[config.mk]
export PLATFORM = sky130hd
export DESIGN_NAME = vtiming_cfg_seq
export DESIGN_NICKNAME = d
export VERILOG_FILES = /design/src/rtl/vtiming_cfg_seq.sv
export SDC_FILE = /design/constraint.sdc
export NUM_CORES = 1
export LEC_CHECK = 0
export ABC_CLOCK_PERIOD_IN_PS = 3950
export BUFFER_PORTS_ARGS = -buffer_cell sky130_fd_sc_hd__buf_2
export CAP_MARGIN = 10
export CORE_MARGIN = 2
export CORE_UTILIZATION = 45
export DETAILED_ROUTE_END_ITERATION = 12
export PLACE_DENSITY_LB_ADDON = 0.15
export REMOVE_ABC_BUFFERS = 1
export SLEW_MARGIN = 5
export SYNTH_ARGS = -nofsm -noshare
export SYNTH_HDL_FRONTEND = slang
export SYNTH_SLANG_ARGS = --single-unit
[constraint.sdc]
create_clock -name ACLK -period 3.95 [get_ports ACLK]
set_input_delay 0.395 -clock ACLK [delete_from_list [all_inputs] [get_ports ACLK]]
set_output_delay 0.395 -clock ACLK [all_outputs]
set_load 0.05 [all_outputs]
[src/rtl/vtiming_cfg_seq.sv]
// vtiming_cfg_seq
// AXI4-Lite master that programs the vtiming_gen register bank. On an accepted
// start it latches cfg_data, writes each word to C_BASE_ADDR + 4*i, optionally
// reads it back and compares, then pulses done. The first failure stops the
// sequence and is reported through error/err_idx/err_code.
//
// Ports:
//   ACLK, ARESETN       clock (rising edge), asynchronous active-low reset
//   start               begin a sequence (only honoured in IDLE)
//   cfg_data            register table, reg i in bits [32i+31:32i]
//   busy, done          sequence running / one-cycle end-of-sequence pulse
//   error, err_idx,     sticky failure flag, index of the failing register,
//   err_code            01 BRESP, 10 RRESP, 11 read-back data mismatch
//   dbg_state_o         current FSM state
//   M_AXI_*             AXI4-Lite master write (AW/W/B) and read (AR/R) channels
//
// Handshake rule for every channel: a transfer happens on a rising edge where
// VALID and READY are both high; VALID, once raised, stays high with its
// address/data stable until that transfer, and READY never waits on VALID.
module vtiming_cfg_seq #(
  parameter int                            C_M_AXI_ADDR_WIDTH = 32,
  parameter int                            C_M_AXI_DATA_WIDTH = 32,
  parameter logic [C_M_AXI_ADDR_WIDTH-1:0] C_BASE_ADDR        = '0,
  parameter int                            C_NUM_REGS         = 4,
  parameter bit                            C_VERIFY           = 1'b1
) (
  input  logic                                     ACLK,
  input  logic                                     ARESETN,
  input  logic                                     start,
  input  logic [C_M_AXI_DATA_WIDTH*C_NUM_REGS-1:0] cfg_data,
  output logic                                     busy,
  output logic                                     done,
  output logic                                     error,
  output logic [3:0]                               err_idx,
  output logic [1:0]                               err_code,
  output logic [2:0]                               dbg_state_o,
  output logic [C_M_AXI_ADDR_WIDTH-1:0]            M_AXI_AWADDR,
  output logic [2:0]                               M_AXI_AWPROT,
  output logic                                     M_AXI_AWVALID,
  input  logic                                     M_AXI_AWREADY,
  output logic [C_M_AXI_DATA_WIDTH-1:0]            M_AXI_WDATA,
  output logic [C_M_AXI_DATA_WIDTH/8-1:0]          M_AXI_WSTRB,
  output logic                                     M_AXI_WVALID,
  input  logic                                     M_AXI_WREADY,
  input  logic [1:0]                               M_AXI_BRESP,
  input  logic                                     M_AXI_BVALID,
  output logic                                     M_AXI_BREADY,
  output logic [C_M_AXI_ADDR_WIDTH-1:0]            M_AXI_ARADDR,
  output logic [2:0]                               M_AXI_ARPROT,
  output logic                                     M_AXI_ARVALID,
  input  logic                                     M_AXI_ARREADY,
  input  logic [C_M_AXI_DATA_WIDTH-1:0]            M_AXI_RDATA,
  input  logic [1:0]                               M_AXI_RRESP,
  input  logic                                     M_AXI_RVALID,
  output logic                                     M_AXI_RREADY
);

  localparam int DW = C_M_AXI_DATA_WIDTH;
  localparam int AW = C_M_AXI_ADDR_WIDTH;

  typedef enum logic [2:0] {
    S_IDLE  = 3'd0,
    S_WADDR = 3'd1,
    S_WRESP = 3'd2,
    S_RADDR = 3'd3,
    S_RDATA = 3'd4,
    S_FIN   = 3'd5
  } state_e;

  state_e          state_q, state_d;
  logic [3:0]      idx_q, idx_d;
  logic            aw_done_q, aw_done_d;
  logic            w_done_q, w_done_d;
  logic            error_q, error_d;
  logic [3:0]      err_idx_q, err_idx_d;
  logic [1:0]      err_code_q, err_code_d;
  logic [DW-1:0]   tbl_q [C_NUM_REGS];
  logic            load_tbl;
  logic [DW-1:0]   cur_word;
  logic [AW-1:0]   addr_off;
  logic            last_reg;
  logic            aw_hs, w_hs;

  // Word selected by the current register index.
  always_comb begin
    cur_word = '0;
    for (int i = 0; i < C_NUM_REGS; i++) begin
      if (idx_q == 4'(i)) cur_word = tbl_q[i];
    end
  end

  always_comb begin
    addr_off      = '0;
    addr_off[5:0] = {idx_q, 2'b00};
  end

  assign last_reg = (idx_q == 4'(C_NUM_REGS - 1));

  // AW and W complete independently; each VALID drops after its own transfer.
  assign M_AXI_AWVALID = (state_q == S_WADDR) && !aw_done_q;
  assign M_AXI_WVALID  = (state_q == S_WADDR) && !w_done_q;
  assign aw_hs         = M_AXI_AWVALID && M_AXI_AWREADY;
  assign w_hs          = M_AXI_WVALID && M_AXI_WREADY;

  always_comb begin
    state_d    = state_q;
    idx_d      = idx_q;
    aw_done_d  = aw_done_q;
    w_done_d   = w_done_q;
    error_d    = error_q;
    err_idx_d  = err_idx_q;
    err_code_d = err_code_q;
    load_tbl   = 1'b0;
    case (state_q)
      S_IDLE: begin
        if (start) begin
          load_tbl   = 1'b1;
          idx_d      = '0;
          aw_done_d  = 1'b0;
          w_done_d   = 1'b0;
          error_d    = 1'b0;
          err_idx_d  = '0;
          err_code_d = '0;
          state_d    = S_WADDR;
        end
      end
      S_WADDR: begin
        aw_done_d = aw_done_q | aw_hs;
        w_done_d  = w_done_q | w_hs;
        if ((aw_done_q | aw_hs) && (w_done_q | w_hs)) begin
          aw_done_d = 1'b0;
          w_done_d  = 1'b0;
          state_d   = S_WRESP;
        end
      end
      S_WRESP: begin
        if (M_AXI_BVALID) begin
          if (M_AXI_BRESP != 2'b00) begin
            error_d    = 1'b1;
            err_idx_d  = idx_q;
            err_code_d = 2'b01;
            state_d    = S_FIN;
          end else if (C_VERIFY) begin
            state_d = S_RADDR;
          end else if (last_reg) begin
            state_d = S_FIN;
          end else begin
            idx_d   = idx_q + 4'd1;
            state_d = S_WADDR;
          end
        end
      end
      S_RADDR: begin
        if (M_AXI_ARREADY) state_d = S_RDATA;
      end
      S_RDATA: begin
        if (M_AXI_RVALID) begin
          if (M_AXI_RRESP != 2'b00) begin
            error_d    = 1'b1;
            err_idx_d  = idx_q;
            err_code_d = 2'b10;
            state_d    = S_FIN;
          end else if (M_AXI_RDATA != cur_word) begin
            error_d    = 1'b1;
            err_idx_d  = idx_q;
            err_code_d = 2'b11;
            state_d    = S_FIN;
          end else if (last_reg) begin
            state_d = S_FIN;
          end else begin
            idx_d   = idx_q + 4'd1;
            state_d = S_WADDR;
          end
        end
      end
      S_FIN:   state_d = S_IDLE;
      default: state_d = S_IDLE;
    endcase
  end

  always_ff @(posedge ACLK or negedge ARESETN) begin
    if (!ARESETN) begin
      state_q    <= S_IDLE;
      idx_q      <= '0;
      aw_done_q  <= 1'b0;
      w_done_q   <= 1'b0;
      error_q    <= 1'b0;
      err_idx_q  <= '0;
      err_code_q <= '0;
    end else begin
      state_q    <= state_d;
      idx_q      <= idx_d;
      aw_done_q  <= aw_done_d;
      w_done_q   <= w_done_d;
      error_q    <= error_d;
      err_idx_q  <= err_idx_d;
      err_code_q <= err_code_d;
    end
  end

  // The table is only loaded on an accepted start, so cfg_data may change
  // freely while a sequence runs.
  always_ff @(posedge ACLK or negedge ARESETN) begin
    if (!ARESETN) begin
      for (int i = 0; i < C_NUM_REGS; i++) tbl_q[i] <= '0;
    end else if (load_tbl) begin
      for (int i = 0; i < C_NUM_REGS; i++) tbl_q[i] <= cfg_data[i*DW +: DW];
    end
  end

  assign M_AXI_AWADDR = C_BASE_ADDR + addr_off;
  assign M_AXI_ARADDR = C_BASE_ADDR + addr_off;
  assign M_AXI_AWPROT = 3'b000;
  assign M_AXI_ARPROT = 3'b000;
  assign M_AXI_WDATA  = cur_word;
  assign M_AXI_WSTRB  = '1;
  assign M_AXI_BREADY = (state_q == S_WRESP);
  assign M_AXI_ARVALID = (state_q == S_RADDR);
  assign M_AXI_RREADY = (state_q == S_RDATA);

  assign busy        = (state_q == S_WADDR) || (state_q == S_WRESP) ||
                       (state_q == S_RADDR) || (state_q == S_RDATA);
  assign done        = (state_q == S_FIN);
  assign error       = error_q;
  assign err_idx     = err_idx_q;
  assign err_code    = err_code_q;
  assign dbg_state_o = state_q;

endmodule

==> metrics.csv <==
stage;metric;value;unit
clock_network;cts.sinks;144;
route;final_antenna_net_count;0;
die;fp.coreArea;19300;um^2
yosys;ys_types;72;
clock_network;htree_levels;4;
pwr;p_sw_share;48.5;%
clock_network;clkTransAtPathRegs;0.06;ns
placement;dpl_cell_area;9910;um^2
flow_run;drv_cap;0;
die;die_area;20700;um^2
yosys;ys_ff_latch;144;
sta;tightest_slew;0.902;ns
sta;tns;0;ns
cells_and_area;nNetsFinal;1517;
placement;io_buffer_count;228;
global_routing;grt-ovfl-total;0;
pwr;seqPwrFrac;34.1;%
pwr;fin_total_pwr;8090;uW
clock_network;cts_resized;0;
route;avgRoutedWirePerCell;17.2;um
yosys;yosys_warnings;0;
sta;hold_viol;0;
yosys;synth_flop_cell;dfrtp_1;
pwr;p_switching;3930;uW
sta;fin_crit_sh;93.2;%
sta;skew;0.00925;ns
global_routing;grt_pass1_wl;42300;um
clock_network;clkLatencyLatePin;0.43;ns
clock_network;cts_tree;yes;
yosys;synthesis.area;8800;um^2
cells_and_area;fin_area;10500;um^2
yosys;synthCells;1145;
yosys;netlist.area_leader.share;41.0;%
route;routed_wl;27900;um
placement;place.gp.congestion;0.937;
die;die_h;144;um
die;initial_core_util;45.5;%
die;row_count;51;
worst_hold_path;hp-class;in -> async;
cells_and_area;final_layout_size_suffix_gt1_share;22.7;%
route;drt_drc_violations_left;0;
global_routing;grt_max_degree;117;
yosys;synth_common_cells;nand2_1, dfrtp_1, buf_4, nor2_1, a21oi_1;
die;die_w;144;um
clock_network;clock_path_buffers;2;
sta;timing.final.ws_setup;0.269;ns
clock_network;root_buffer;clkbuf_16;
setup_path;startpoint_type;flop;
route;drt-initial-drc-count;716;
setup_path;required;4.26;ns
pwr;pwr-share-clk;19.5;%
clock_network;ctsHoldBuffers;0;
global_routing;grt.total_usage;26.9;%
cells_and_area;syn_to_final_growth;19.6;%
die;ioPinCount;295;
yosys;synth_edf_count;0;
pwr;internal-power;4170;uW
yosys;yosysMostFrequentCell;nand2_1;
setup_path;worstSetupPathType;reg -> reg;
route;drtPass1Iterations;5;
cells_and_area;fin_util;54.4;%
placement;dp_hpwl;20800;um
sta;slew_headroom;39.9;%
yosys;ys_seq_area_share;41.0;%
global_routing;antenna_found_initial;4;
yosys;synth_top_cell_by_area;dfrtp_1;
sta;fmaxAchievable;272;MHz
yosys;avgSynthCellArea;7.68;um^2
route;via_per_inst;5.25;
clock_network;cts_buffers;17;
setup_path;cp_max_fo;13;
sta;drv_slew;0;
pwr;pwr-share-comb;46.4;%
global_routing;grt_pass1_vias;7721;
pwr;ir_drop;0.000423;V
setup_path;critical_path.endpoint_type;flop;
sta;setup_viol_count_final;0;
sta;min_period;3.68;ns
yosys;synthTopCellsByArea;dfrtp_1, nand2_1, buf_4;
status;status;finished, final reports clean;
clock_network;post_cts_buffers;0;
setup_path;crit_arrival;3.99;ns
sta;rsz0062_at_grt;no;
placement;place_ws;0.232;ns
yosys;async_flop_share;100;%
pwr;leakagePower;0.00549;uW
pwr;power_density;769;nW/um^2
route;vias;8508;
worst max-delay path, stage by stage (launching register included):
cell,delay (ns)
dfrtp_2,0.46
inv_1,0.12
ha_2,0.28
inv_1,0.40
nor2_1,0.15
o31ai_1,0.22
o41ai_1,0.10
or4b_1,0.56
a221oi_2,0.41
nand3_2,0.21
nor3_2,0.27
mux2_2,0.38
state kept, by name, indices dropped and copies added, names as in the netlist:
signal / cells
idx_q: 4
dbg_state_o: 3
tbl_q: 128
err_idx: 4
error: 1
aw_done_q: 1
w_done_q: 1
err_code: 2
cells by family (layout without fill, tap and decap cells):
kind of cell	Yosys count	in the layout	share of synthesized area [%]
flip-flops	144	144	41.0
other	2	69	0.0854
adder cells (fa/ha/maj)	4	4	0.569
XOR/XNOR	5	5	0.498
multiplexers	6	6	0.725
AO/OA/AOI/OAI	223	223	17.3
AND/OR/NAND/NOR	582	582	28.5
buffers and inverters	179	324	11.4
layout by cell type (no fill, tap or decap), drive strengths merged, types with 5 or more instances in the layout:
cell,netlist,routed
a211oi,14,14
a21oi,59,59
a221oi,10,10
a22o,8,8
a22oi,5,5
and3b,5,5
buf,92,252
clkbuf,47,17
clkinvlp,0,5
conb,2,66
dfrtp,144,144
inv,40,47
nand2,400,400
nand2b,7,7
nand3,13,13
nand3b,13,13
nor2,66,66
nor2b,22,22
nor3,20,20
nor3b,6,6
nor4,5,5
o21ai,49,49
o22ai,11,11
o31ai,7,7
o32ai,5,5
or3,8,8
xnor2,5,5
path summary, 6_finish.rpt:
path	startpoint	to	slack (ns)	depth (start not counted)
setup / recovery	idx_q[0]	idx_q[1]	0.27	11
hold / removal	ARESETN	tbl_q[108]	0.06	1
setup reg to reg	idx_q[0]	idx_q[1]	0.27	11
hold reg to reg	tbl_q[34]	tbl_q[34]	0.49	2
max in group asynchronous	ARESETN	tbl_q[24]	2.95	2
min in group ACLK	cfg_data[27]	tbl_q[123]	0.15	3
per-stage QoR:
stage / hold WS, ns / cells
after global routing: 0.142 / 1621
after detailed placement: 0.469 / 1587
after floorplan: 0.0994 / 1070
final: 0.0648 / 1622
after global placement: 0.466 / 1587
after CTS: 0.113 / 1619
metal layers:
metal / up-vias / share of wire (%) / track usage [%]
met5: - / 0.047 / 0
met4: 2 / 2.9 / 10.7
met3: 56 / 7.6 / 5.33
li1: 4116 / - / -
met2: 384 / 46 / 41.4
met1: 3950 / 44 / 37.2
power groups by stage:
stage	sequential (uW)	combinational (uW)	clock (uW)
after floorplan	2610	2790	0
after global placement	2770	3670	0
after detailed placement	2750	3730	0
after CTS	2740	3750	1600
after global routing	2830	4130	1670
final	2760	3750	1580
cell type report:
type | count | area (um^2)
Clock buffer | 17 | 425
Timing Repair Buffer | 252 | 1370
Fill cell | 1946 | 8810
Tap cell | 265 | 332
Multi-Input combinational cell | 886 | 4490
Sequential cell | 144 | 3600
Clock inverter | 15 | 149
Antenna cell | 3 | 7.51
Inverter | 40 | 150
Note: power is estimated with default switching activity, not from simulation.
